$ cat src/rtl/switch_debouncer_pkg.sv
// ============================================================================
// switch_debouncer_pkg : shared state type, sync depth and debounce-cycle helper
// Rev 1.0
// ============================================================================
`default_nettype none

package switch_debouncer_pkg;

  localparam int SYNC_STAGES = 2;

  typedef enum logic [0:0] {
    ST_STABLE   = 1'b0,
    ST_SETTLING = 1'b1
  } state_e;

  function automatic int db_cycles(input int clk_hz, input int ms);
    return (clk_hz / 1000) * ms;
  endfunction

endpackage

`default_nettype wire

$ cat src/rtl/switch_debouncer_channel.sv
// ============================================================================
// debounce_channel : one switch bit -> 2-FF synchroniser + stability FSM/counter
// Optional edge pulses when SWITCH_DEBOUNCE_EDGE_EN is defined.  Rev 1.0
// ============================================================================
`default_nettype none

module debounce_channel
  import switch_debouncer_pkg::*;
#(
  parameter int DB_CYCLES = 8
) (
  input  logic clk_i,
  input  logic rst_ni,
  input  logic sw_i,
  output logic sw_o,
  output logic settling_o,
  output logic rise_o,
  output logic fall_o
);

  localparam int                CNT_W    = $clog2(DB_CYCLES + 1);
  localparam logic [CNT_W-1:0]  CNT_LAST = CNT_W'(DB_CYCLES - 1);

  logic [SYNC_STAGES-1:0] sync_q;
  logic                   sw_s;
  state_e                 state_q, state_d;
  logic [CNT_W-1:0]       cnt_q, cnt_d;
  logic                   sw_q, sw_d;
  logic                   commit;

  // Pure flop chain: nothing may sit between the metastability stages.
  always_ff @(posedge clk_i or negedge rst_ni) begin
    if (!rst_ni) begin
      sync_q <= '0;
    end else begin
      sync_q <= {sync_q[SYNC_STAGES-2:0], sw_i};
    end
  end

  assign sw_s = sync_q[SYNC_STAGES-1];

  always_ff @(posedge clk_i or negedge rst_ni) begin
    if (!rst_ni) begin
      state_q <= ST_STABLE;
      cnt_q   <= '0;
      sw_q    <= 1'b0;
    end else begin
      state_q <= state_d;
      cnt_q   <= cnt_d;
      sw_q    <= sw_d;
    end
  end

  always_comb begin
    state_d = state_q;
    cnt_d   = cnt_q;
    sw_d    = sw_q;
    commit  = 1'b0;
    unique case (state_q)
      ST_STABLE: begin
        cnt_d = '0;
        if (sw_s != sw_q) begin
          state_d = ST_SETTLING;
          cnt_d   = CNT_W'(1);
        end
      end
      ST_SETTLING: begin
        if (sw_s == sw_q) begin
          state_d = ST_STABLE;
          cnt_d   = '0;
        end else if (cnt_q == CNT_LAST) begin
          commit  = 1'b1;
          sw_d    = sw_s;
          state_d = ST_STABLE;
          cnt_d   = '0;
        end else begin
          cnt_d = cnt_q + CNT_W'(1);
        end
      end
      default: begin
        state_d = ST_STABLE;
        cnt_d   = '0;
      end
    endcase
  end

  assign sw_o       = sw_q;
  assign settling_o = (state_q == ST_SETTLING);

`ifdef SWITCH_DEBOUNCE_EDGE_EN
  logic rise_q, fall_q;

  // Pulses land on the same edge as the new debounced level.
  always_ff @(posedge clk_i or negedge rst_ni) begin
    if (!rst_ni) begin
      rise_q <= 1'b0;
      fall_q <= 1'b0;
    end else begin
      rise_q <= commit & sw_s;
      fall_q <= commit & ~sw_s;
    end
  end

  assign rise_o = rise_q;
  assign fall_o = fall_q;
`else
  assign rise_o = 1'b0;
  assign fall_o = 1'b0;
`endif

endmodule

`default_nettype wire

$ cat src/rtl/switch_debouncer.sv
// ============================================================================
// switch_debouncer : N_CH independent switch debouncers feeding the gate stage
// Edge outputs active only with SWITCH_DEBOUNCE_EDGE_EN defined.  Rev 1.0
// ============================================================================
`default_nettype none

module switch_debouncer
  import switch_debouncer_pkg::*;
#(
  parameter int CLK_FREQ_HZ = 100_000_000,
  parameter int DEBOUNCE_MS = 10,
  parameter int N_CH        = 2
) (
  input  logic            I_P_CLK,
  input  logic            I_P_RST_N,
  input  logic [N_CH-1:0] I_P_SW,
  output logic [N_CH-1:0] O_P_SW,
  output logic [N_CH-1:0] O_P_SETTLING,
  output logic [N_CH-1:0] O_P_RISE,
  output logic [N_CH-1:0] O_P_FALL
);

  localparam int DB_CYCLES = db_cycles(CLK_FREQ_HZ, DEBOUNCE_MS);

  // A one-cycle window could never distinguish a glitch from a change.
  if (DB_CYCLES < 2) begin : g_bad_cfg
    $error("switch_debouncer: DB_CYCLES must be >= 2");
  end

  for (genvar g = 0; g < N_CH; g++) begin : g_ch
    debounce_channel #(
      .DB_CYCLES (DB_CYCLES)
    ) u_ch (
      .clk_i      (I_P_CLK),
      .rst_ni     (I_P_RST_N),
      .sw_i       (I_P_SW[g]),
      .sw_o       (O_P_SW[g]),
      .settling_o (O_P_SETTLING[g]),
      .rise_o     (O_P_RISE[g]),
      .fall_o     (O_P_FALL[g])
    );
  end

endmodule

`default_nettype wire

$ cat config.mk
export PLATFORM = sky130hd
export DESIGN_NAME = switch_debouncer
export DESIGN_NICKNAME = d
export VERILOG_FILES = /design/src/rtl/switch_debouncer_pkg.sv /design/src/rtl/switch_debouncer_channel.sv /design/src/rtl/switch_debouncer.sv
export SDC_FILE = /design/constraint.sdc
export NUM_CORES = 1
export LEC_CHECK = 0
export CAP_MARGIN = 30
export CORE_ASPECT_RATIO = 0.75
export CORE_UTILIZATION = 55
export CTS_CLUSTER_DIAMETER = 50
export CTS_CLUSTER_SIZE = 30
export DETAILED_ROUTE_END_ITERATION = 10
export PLACE_DENSITY = 0.77
export RECOVER_POWER = 25
export SETUP_SLACK_MARGIN = 0.05
export SLEW_MARGIN = 20
export SYNTH_ARGS = -nofsm -noshare
export SYNTH_HDL_FRONTEND = slang
export SYNTH_HIERARCHICAL = 1
export SYNTH_SLANG_ARGS = --single-unit
$ cat constraint.sdc
create_clock -name I_P_CLK -period 2.49 [get_ports I_P_CLK]
set_input_delay 0.498 -clock I_P_CLK [delete_from_list [all_inputs] [get_ports I_P_CLK]]
set_output_delay 0.498 -clock I_P_CLK [all_outputs]
set_load 0.01 [all_outputs]
* Word-level counts from Yosys, hierarchy flattened
Cells that the tools add are included.
** Operators by class
- Reductions and logical operators :: 2
- Multiplexer cells :: 16
- $add $sub $neg :: 2
- Eq/ne operators :: 6
- Bitwise logic cells :: 4
** Operator list (count)
- two-way mux 20 bit :: 4
- one-hot mux 20 bit (2 select lines) :: 2
- adder 20 x 1 -> 20 bit, second input constant :: 2
- equality test 20 bit, second input constant :: 2
- two-way mux 1 bit :: 8
- AND reduction 3 bit :: 2
- inverter 1 bit :: 4
- one-hot mux 1 bit (2 select lines) :: 2
- equality test 1 bit :: 2
- inequality test 1 bit :: 2
** Word-level totals
- Bits of input ports :: 4
- Register bits after elaboration :: 48
- Word-level logic and storage cells :: 38

* Longest topological paths before layout
Gate-level depths: netlist of the first run.
- Depth after elaboration :: 4
- Mapped depth :: 7
- Gate-level depth less buffers :: 5

* Cells and area by module
The synthesis of the first run kept the hierarchy.
** Modules (own cells, without submodules)
- debounce_channel :: instances 2, sequential area each 600.6 um^2, area an instance 1179.9 um^2, cells each 117

* Worst setup path before layout of the first run
Ideal clock, no wire load.
- Path kind :: reg2reg
- Start :: register g_ch[0].u_ch.cnt_q[0]
- End :: register g_ch[0].u_ch.sw_q
- Data arrival time :: 1.601 ns
- Slack :: 0.762 ns
- Clock period less this slack :: 1.728 ns
- Stages on the path, launching flop included :: 7
- Path buffers :: 1
- Setup time :: 0.128 ns
- Data required time :: 2.362 ns
- Cell sequence :: dfrtp_1 > ha_1 > and4_1 > buf_2 > nand4_1 > nor3_1 > mux2_1
** Between the ends
- Cells in the longest elaborated chain, start to end :: 2
** Ends and longest elaborated chain
- start, declared :: line switch_debouncer_channel.sv:27 : logic [CNT_W-1:0] cnt_q, cnt_d;
- start signal, assigned :: line switch_debouncer_channel.sv:49 : cnt_q <= cnt_d;
- equality test 20 bit :: line switch_debouncer_channel.sv:71 : end else if (cnt_q == CNT_LAST) begin
- AND reduction 3 bit (no source line)
- end signal, assigned :: line switch_debouncer_channel.sv:50 : sw_q <= sw_d;
- end, declared :: line switch_debouncer_channel.sv:28 : logic sw_q, sw_d;
Every way passes these cells.
A chain may end at the register's enable or synchronous reset.

* Worst setup path after layout of the first run
Same ends and word-level chain as after synthesis.

==> out/results.txt, run 1 <==
status: finished, violations left
failing checks: max-capacitance violations, max-slew violations
worst slew pin tran: 1.55 ns
Worst setup EP type: register
Cell Area, Synth: 2360 um2
ant diodes: 0
first-pass GRT wire length: 7.29 mm
Area Growth Syn to Fin: 8.17%
DRT iter0 DRCs: 116
Yosys warnings: 6
Reg-to-Reg End: g_ch[0].u_ch/sw_o
Avg WL per Cell: 13.4 um
Final min period: 2.08 ns
Starting Density: 0.579
Site Rows: 20
HPWL Detailed: 2.86 mm
Fin Setup TNS: 0 ns
R2R depth: 5
vias in the first global route: 1513
clock buffer depth: 2
hold path startpoint: g_ch[1].u_ch/sync_q[0]
CP Launch Type: register
worst clock skew: 0.00799 ns
kind of critical path: register to register
flop2flop setup slack: 0.41 ns
Vias/cell: 5.66
CP Data Arrival Time: 2.26 ns
VDD IR max: 0.000436 V
maxcap violations: 1
Port Buf Inserts: 7
Worst EP required: 2.67 ns
Achievable Freq: 0.481 GHz
GPL Wtd Cong: 0.899
#FFs+latches synth: 48
gr ovfl total: 0
DRT Pass-1 Iters: 4
Syn Inst Count: 234
crit share post-route: 0.835
cts-stage hold buffer count: 0
share of cells above drive strength 1: 0.0823
via count: 1687
largest net degree at the start of global routing: 31
Mean Syn Cell Area: 10.1 um2
Max-Slew Margin vs Limit: -0.0349
clk slew on worst S/H paths: 0.09 ns
Leak Pwr: 1.04 nW
RSZ-0062 raised after global routing: no
CP max FO: 7
total track usage: 0.206
io pins: 12
post-route ant nets: 0
Die Span X: 77.6 um
CTS tree: done
Die Y: 58.7 um
post-synthesis sequential area ratio: 0.509
initial antenna violation count: 0
Residual DRC: 0
Core ar.: 4080 um2
Num CTS Buffers: 5
nets@finish: 248
H-tree levels: 2
critical path launch point: g_ch[0].u_ch/cnt_q[0]
RR Startpoint: g_ch[0].u_ch/cnt_q[0]
post-CTS setup buffer count: 0
final WL: 4.00 mm
final hold vios: 0
post_cts resized: 0
Yosys cell types: 28
CTS Root Buffer Type: clkbuf_8
min-delay worst type: register to register
Final Max Tran Viols: 31
CTS sink count: 48
endpoints failing setup: 0
hold_ws: 0.356 ns
Pwr Density: 520 nW/um2
Critical path destination: g_ch[0].u_ch/sw_o
clock latency at the later pin of the worst-skew pair: 0.29 ns
Die ar.: 4560 um2
-- cells in the mapped netlist --
library cell   n  area share
nand3_1       12       0.025
nor4_1         6       0.016
nor2_1        34       0.054
buf_2          6       0.013
conb_1         2      0.0032
inv_1          6      0.0095
and4_1         6       0.022
nand4_1        8       0.021
ha_1           2       0.011
o21ai_2        2      0.0074
a211oi_1       2      0.0064
and3b_1        2      0.0074
nor4b_1        2      0.0074
mux2_1         2      0.0095
o21ai_0        4      0.0085
a21oi_1       10       0.021
nand2_1       14       0.022
or4_1          6       0.019
xnor2_1       12       0.045
dfrtp_1       48        0.51
or3_1          6       0.016
nand4_2        4       0.021
and3_1         4       0.011
nor3_1         4      0.0085
xor2_1        16       0.059
buf_4          6       0.019
nand3_2        2      0.0085
o31ai_1        6       0.019
-- how the worst min path moves through the flow --
| stage | cells after the start | slack (ns) | to |
|---|---|---|---|
| floorplan | 0 | 0.20 | g_ch[0].u_ch/cnt_q[0] |
| global placement | 0 | 0.33 | g_ch[1].u_ch/sync_q[1] |
| detailed placement | 0 | 0.34 | g_ch[1].u_ch/sync_q[1] |
| CTS | 1 | 0.25 | g_ch[0].u_ch/cnt_q[14] |
| global route | 0 | 0.36 | g_ch[1].u_ch/sync_q[1] |
| finish | 0 | 0.36 | g_ch[1].u_ch/sync_q[1] |
-- critical path, stage by stage (launching register included) --
cell     delay (ns)
dfrtp_1        0.40
ha_1           0.22
and4_1         0.36
nand4_1        0.20
nor3_1         0.42
mux2_1         0.37
-- routing by layer --
layer  up-vias  track usage  part of all wire
li1        832            -                 -
met1       810        0.328              0.52
met2        45        0.290              0.43
met3         0       0.0419             0.050
met4         0       0.0431                 0
met5         -            0                 0
-- power by group --
part / switching, W / internal (W) / total, W / leakage, nW
Sequential: 0.00000755 / 0.000788 / 0.000795 / 0.652
Clock: 0.000252 / 0.000225 / 0.000477 / 0.0434
Combinational: 0.0000382 / 0.0000169 / 0.0000551 / 0.342
-- registers in the layout, indices dropped and copies added (netlist names) --
signal	count
g_ch.u_ch/cnt_q	40
g_ch.u_ch/sync_q	4
g_ch.u_ch/settling_o	2
g_ch.u_ch/sw_o	2
-- cell type report --
cell class	instances	area, um2
fillers	316	1530
multi-input cells	170	1070
well taps	55	68.8
clock buffers	6	82.6
flip-flops and latches	48	1200
repair buffers	11	93.8
inverters	6	22.5
clock inverters	2	15.0
-- metrics by stage --
| stage | power [W] | util | setup slack (ns) | std cells | cell area (um2) |
|---|---|---|---|---|---|
| floorplan | 0.000839 | - | 0.762 | 236 | 2370 |
| global placement | 0.000866 | 0.602 | 0.525 | 290 | 2460 |
| detailed placement | 0.000869 | 0.602 | 0.460 | 290 | 2460 |
| CTS | 0.00135 | 0.626 | 0.409 | 298 | 2550 |
| global route | 0.00139 | 0.626 | 0.296 | 298 | 2550 |
| finish | 0.00133 | 0.626 | 0.410 | 298 | 2550 |
-- placed cells by master, fill, tap and decap left out, types with 4 or more instances in the layout --
| cell type | netlist | routed |
|---|---|---|
| dfrtp_1 | 48 | 48 |
| nor2_1 | 34 | 34 |
| xor2_1 | 16 | 16 |
| nand2_1 | 14 | 14 |
| xnor2_1 | 12 | 12 |
| nand3_1 | 12 | 12 |
| a21oi_1 | 10 | 10 |
| nand4_1 | 8 | 8 |
| clkbuf_8 | 0 | 6 |
| and4_1 | 6 | 6 |
| o31ai_1 | 6 | 6 |
| or4_1 | 6 | 6 |
| nor4_1 | 6 | 6 |
| inv_1 | 6 | 6 |
| or3_1 | 6 | 6 |
| nand4_2 | 4 | 4 |
| and3_1 | 4 | 4 |
| o21ai_0 | 4 | 4 |
| nor3_1 | 4 | 4 |
| conb_1 | 2 | 4 |
| buf_4 | 6 | 4 |
| clkdlybuf4s50_1 | 0 | 4 |
-- kinds of logic after synthesis --
group                      share of synthesized area
AOI/OAI and AO/OA                             0.0626
xor gates and xnor gates                       0.104
adders and majority gates                     0.0106
buffers and inverters                         0.0414
DFF                                            0.509
muxes                                        0.00954
other                                        0.00318
and+or+nand+nor                                0.260
Power figures use the tool's default switching activity.
==> run 2, diff against run 1 <==
clock period = 2.08 ns   (was 2.49 ns; I/O delays follow)
==> run 2 against run 1 <==
  * Global-route usage grew 1.4 points
  * Maximum frequency grew 9.7%
  * Critical path type unchanged
  * Cell area grew 1.5%
  * First-iteration DRC count shrank 5.2%
  * The flow now finishes without violations
  * Sequential cell count is the same
==> out/results.txt, run 2 (synthesis gave the netlist of run 1 again) <==
Critical path destination: g_ch[0].u_ch/cnt_q[19]
cts-stage hold buffer count: 0 (unchanged)
min-delay worst type: register to register
Area Growth Syn to Fin: 9.76%
max reg flops: 40 (unchanged)
clock buffer depth: 2 (unchanged)
maxcap violations: 0 (-1)
initial antenna violation count: 0 (unchanged)
CP Data Arrival Time: 2.06 ns (-0.20 ns)
post-route ant nets: 0 (unchanged)
ant diodes: 0 (unchanged)
VDD IR max: 0.000512 V (+17%)
nets@finish: 251 (+1.2%)
GPL Wtd Cong: 0.878 (-2.3%)
Port Buf Inserts: 7 (unchanged)
Leak Pwr: 1.07 nW (+2.8%)
Achievable Freq: 0.527 GHz (+9.7%)
largest net degree at the start of global routing: 49 (+58%)
crit share post-route: 0.912 (+0.0762)
Die Span X: 77.6 um (unchanged)
biggest registers after layout: g_ch.u_ch/cnt_q (40), g_ch.u_ch/sync_q (4)
worst slew pin tran: 1.14 ns (-0.408 ns)
hold_ws: 0.355 ns (-0.00101 ns)
clk slew on worst S/H paths: 0.09 ns (about the same)
kind of critical path: register to register
Final Max Tran Viols: 0 (-100%)
Die ar.: 4560 um2 (unchanged)
CTS tree: done
CP Launch Type: register
total track usage: 0.220 (+0.0137)
Max-Slew Margin vs Limit: 0.237 (+0.272)
most frequent cells in the layout: dfrtp_1 (48), nor2_1 (34), xor2_1 (16)
share of cells above drive strength 1: 0.102 (+0.0193)
HPWL Detailed: 2.94 mm (+2.8%)
final hold vios: 0 (unchanged)
RSZ-0062 raised after global routing: yes
CTS Root Buffer Type: clkbuf_8
Starting Density: 0.579 (unchanged)
FILL cells: 332 (+5.1%)
Most flops, register: g_ch.u_ch/cnt_q
Reg-to-Reg End: g_ch[0].u_ch/cnt_q[19]
status: finished, final reports clean
gr ovfl total: 0 (unchanged)
H-tree levels: 2 (unchanged)
Fin Setup TNS: 0 ns (unchanged)
Vias/cell: 5.65 (-0.23%)
Num CTS Buffers: 5 (unchanged)
first-pass GRT wire length: 7.68 mm (+5.4%)
Site Rows: 20 (unchanged)
worst clock skew: 0.00913 ns (+0.00114 ns)
critical path launch point: g_ch[0].u_ch/cnt_q[0]
CTS sink count: 48 (unchanged)
DRT iter0 DRCs: 110 (-5.2%)
dpl cells: 293 (+1.0%)
Avg WL per Cell: 14.1 um (+5.3%)
Hold Crit Depth: 0 (unchanged)
io pins: 12 (unchanged)
Die Y: 58.7 um (unchanged)
R2R depth: 6 (+1)
CP max FO: 10 (+3)
clock latency at the later pin of the worst-skew pair: 0.29 ns (about the same)
Core ar.: 4080 um2 (unchanged)
final std cells w/o fill: 301 (+1.0%)
Pwr Density: 646 nW/um2 (+24%)
endpoints failing setup: 0 (unchanged)
RR Startpoint: g_ch[0].u_ch/cnt_q[0]
final WL: 4.25 mm (+6.4%)
vias in the first global route: 1600 (+5.8%)
via count: 1700 (+0.77%)
most common cell after layout, fill and taps aside: dfrtp_1
DRT Pass-1 Iters: 4 (unchanged)
Residual DRC: 0 (unchanged)
flop2flop setup slack: 0.18 ns (-0.23 ns)
Worst setup EP type: register
Final min period: 1.90 ns (-0.184 ns)
Worst EP required: 2.25 ns (-0.42 ns)
run 2: cell types whose count changed in the layout (fill, tap and decap cells not counted), sizes merged:
| cell | previous run | this run |
|---|---|---|
| clkinv | 0 | 1 |
| bufinv | 0 | 1 |
| buf | 4 | 7 |
| clkinvlp | 2 | 0 |
run 2: cell type report:
class | count | area, um2 | share of cell area
well taps | 55 | 68.8 | 0.0266
multi-input cells | 170 | 1070 | 0.415
flip-flops and latches | 48 | 1200 | 0.464
clock inverters | 2 | 35.0 | 0.0135
clock buffers | 6 | 72.6 | 0.0280
repair buffers | 14 | 115 | 0.0444
inverters | 6 | 22.5 | 0.00870
run 2: worst min-delay path by stage:
stage                                        end  slack (ns)                   start
after detailed placement  g_ch[1].u_ch/sync_q[1]        0.34  g_ch[1].u_ch/sync_q[0]
after floorplan            g_ch[0].u_ch/cnt_q[0]        0.12               I_P_RST_N
after CTS                  g_ch[1].u_ch/cnt_q[1]        0.23               I_P_RST_N
after global routing      g_ch[0].u_ch/sync_q[1]        0.36  g_ch[0].u_ch/sync_q[0]
after global placement    g_ch[1].u_ch/sync_q[1]        0.33  g_ch[1].u_ch/sync_q[0]
final                     g_ch[1].u_ch/sync_q[1]        0.35  g_ch[1].u_ch/sync_q[0]
run 2: layer usage:
metal,GRT usage,vias up,wire length [um]
li1,-,834,-
met1,0.337,831,2130
met2,0.316,30,1890
met3,0.0450,5,198
met4,0.0647,0,32
met5,0,-,0
run 2: timing repair:
action                                  CTS  global route
resized for setup                         0             2
buffers inserted                          0             0
endpoints found under the setup margin    0             8
run 2: per-stage QoR:
stage	worst slack [ns]	cell area, um2	utilization	power (W)
final	0.184	2590	0.635	0.00167
after global routing	0.0403	2590	0.635	0.00173
after CTS	0.124	2590	0.634	0.00169
after floorplan	0.352	2370	-	0.00100
after detailed placement	0.138	2480	0.608	0.00104
after global placement	0.251	2480	0.608	0.00104
run 2: critical path, cell delays in order (launching register included):
cell and delay, ns:
dfrtp_1 0.39, ha_1 0.22, and4_1 0.35, nand4_1 0.20
o21ai_2 0.30, buf_4 0.24, a21oi_1 0.06
run 2: where the power goes:
part / internal [W] / leakage [nW] / switching [W]
clock network: 0.000357 / 0.0552 / 0.000297
logic: 0.0000209 / 0.360 / 0.0000453
registers: 0.000943 / 0.652 / 0.00000901
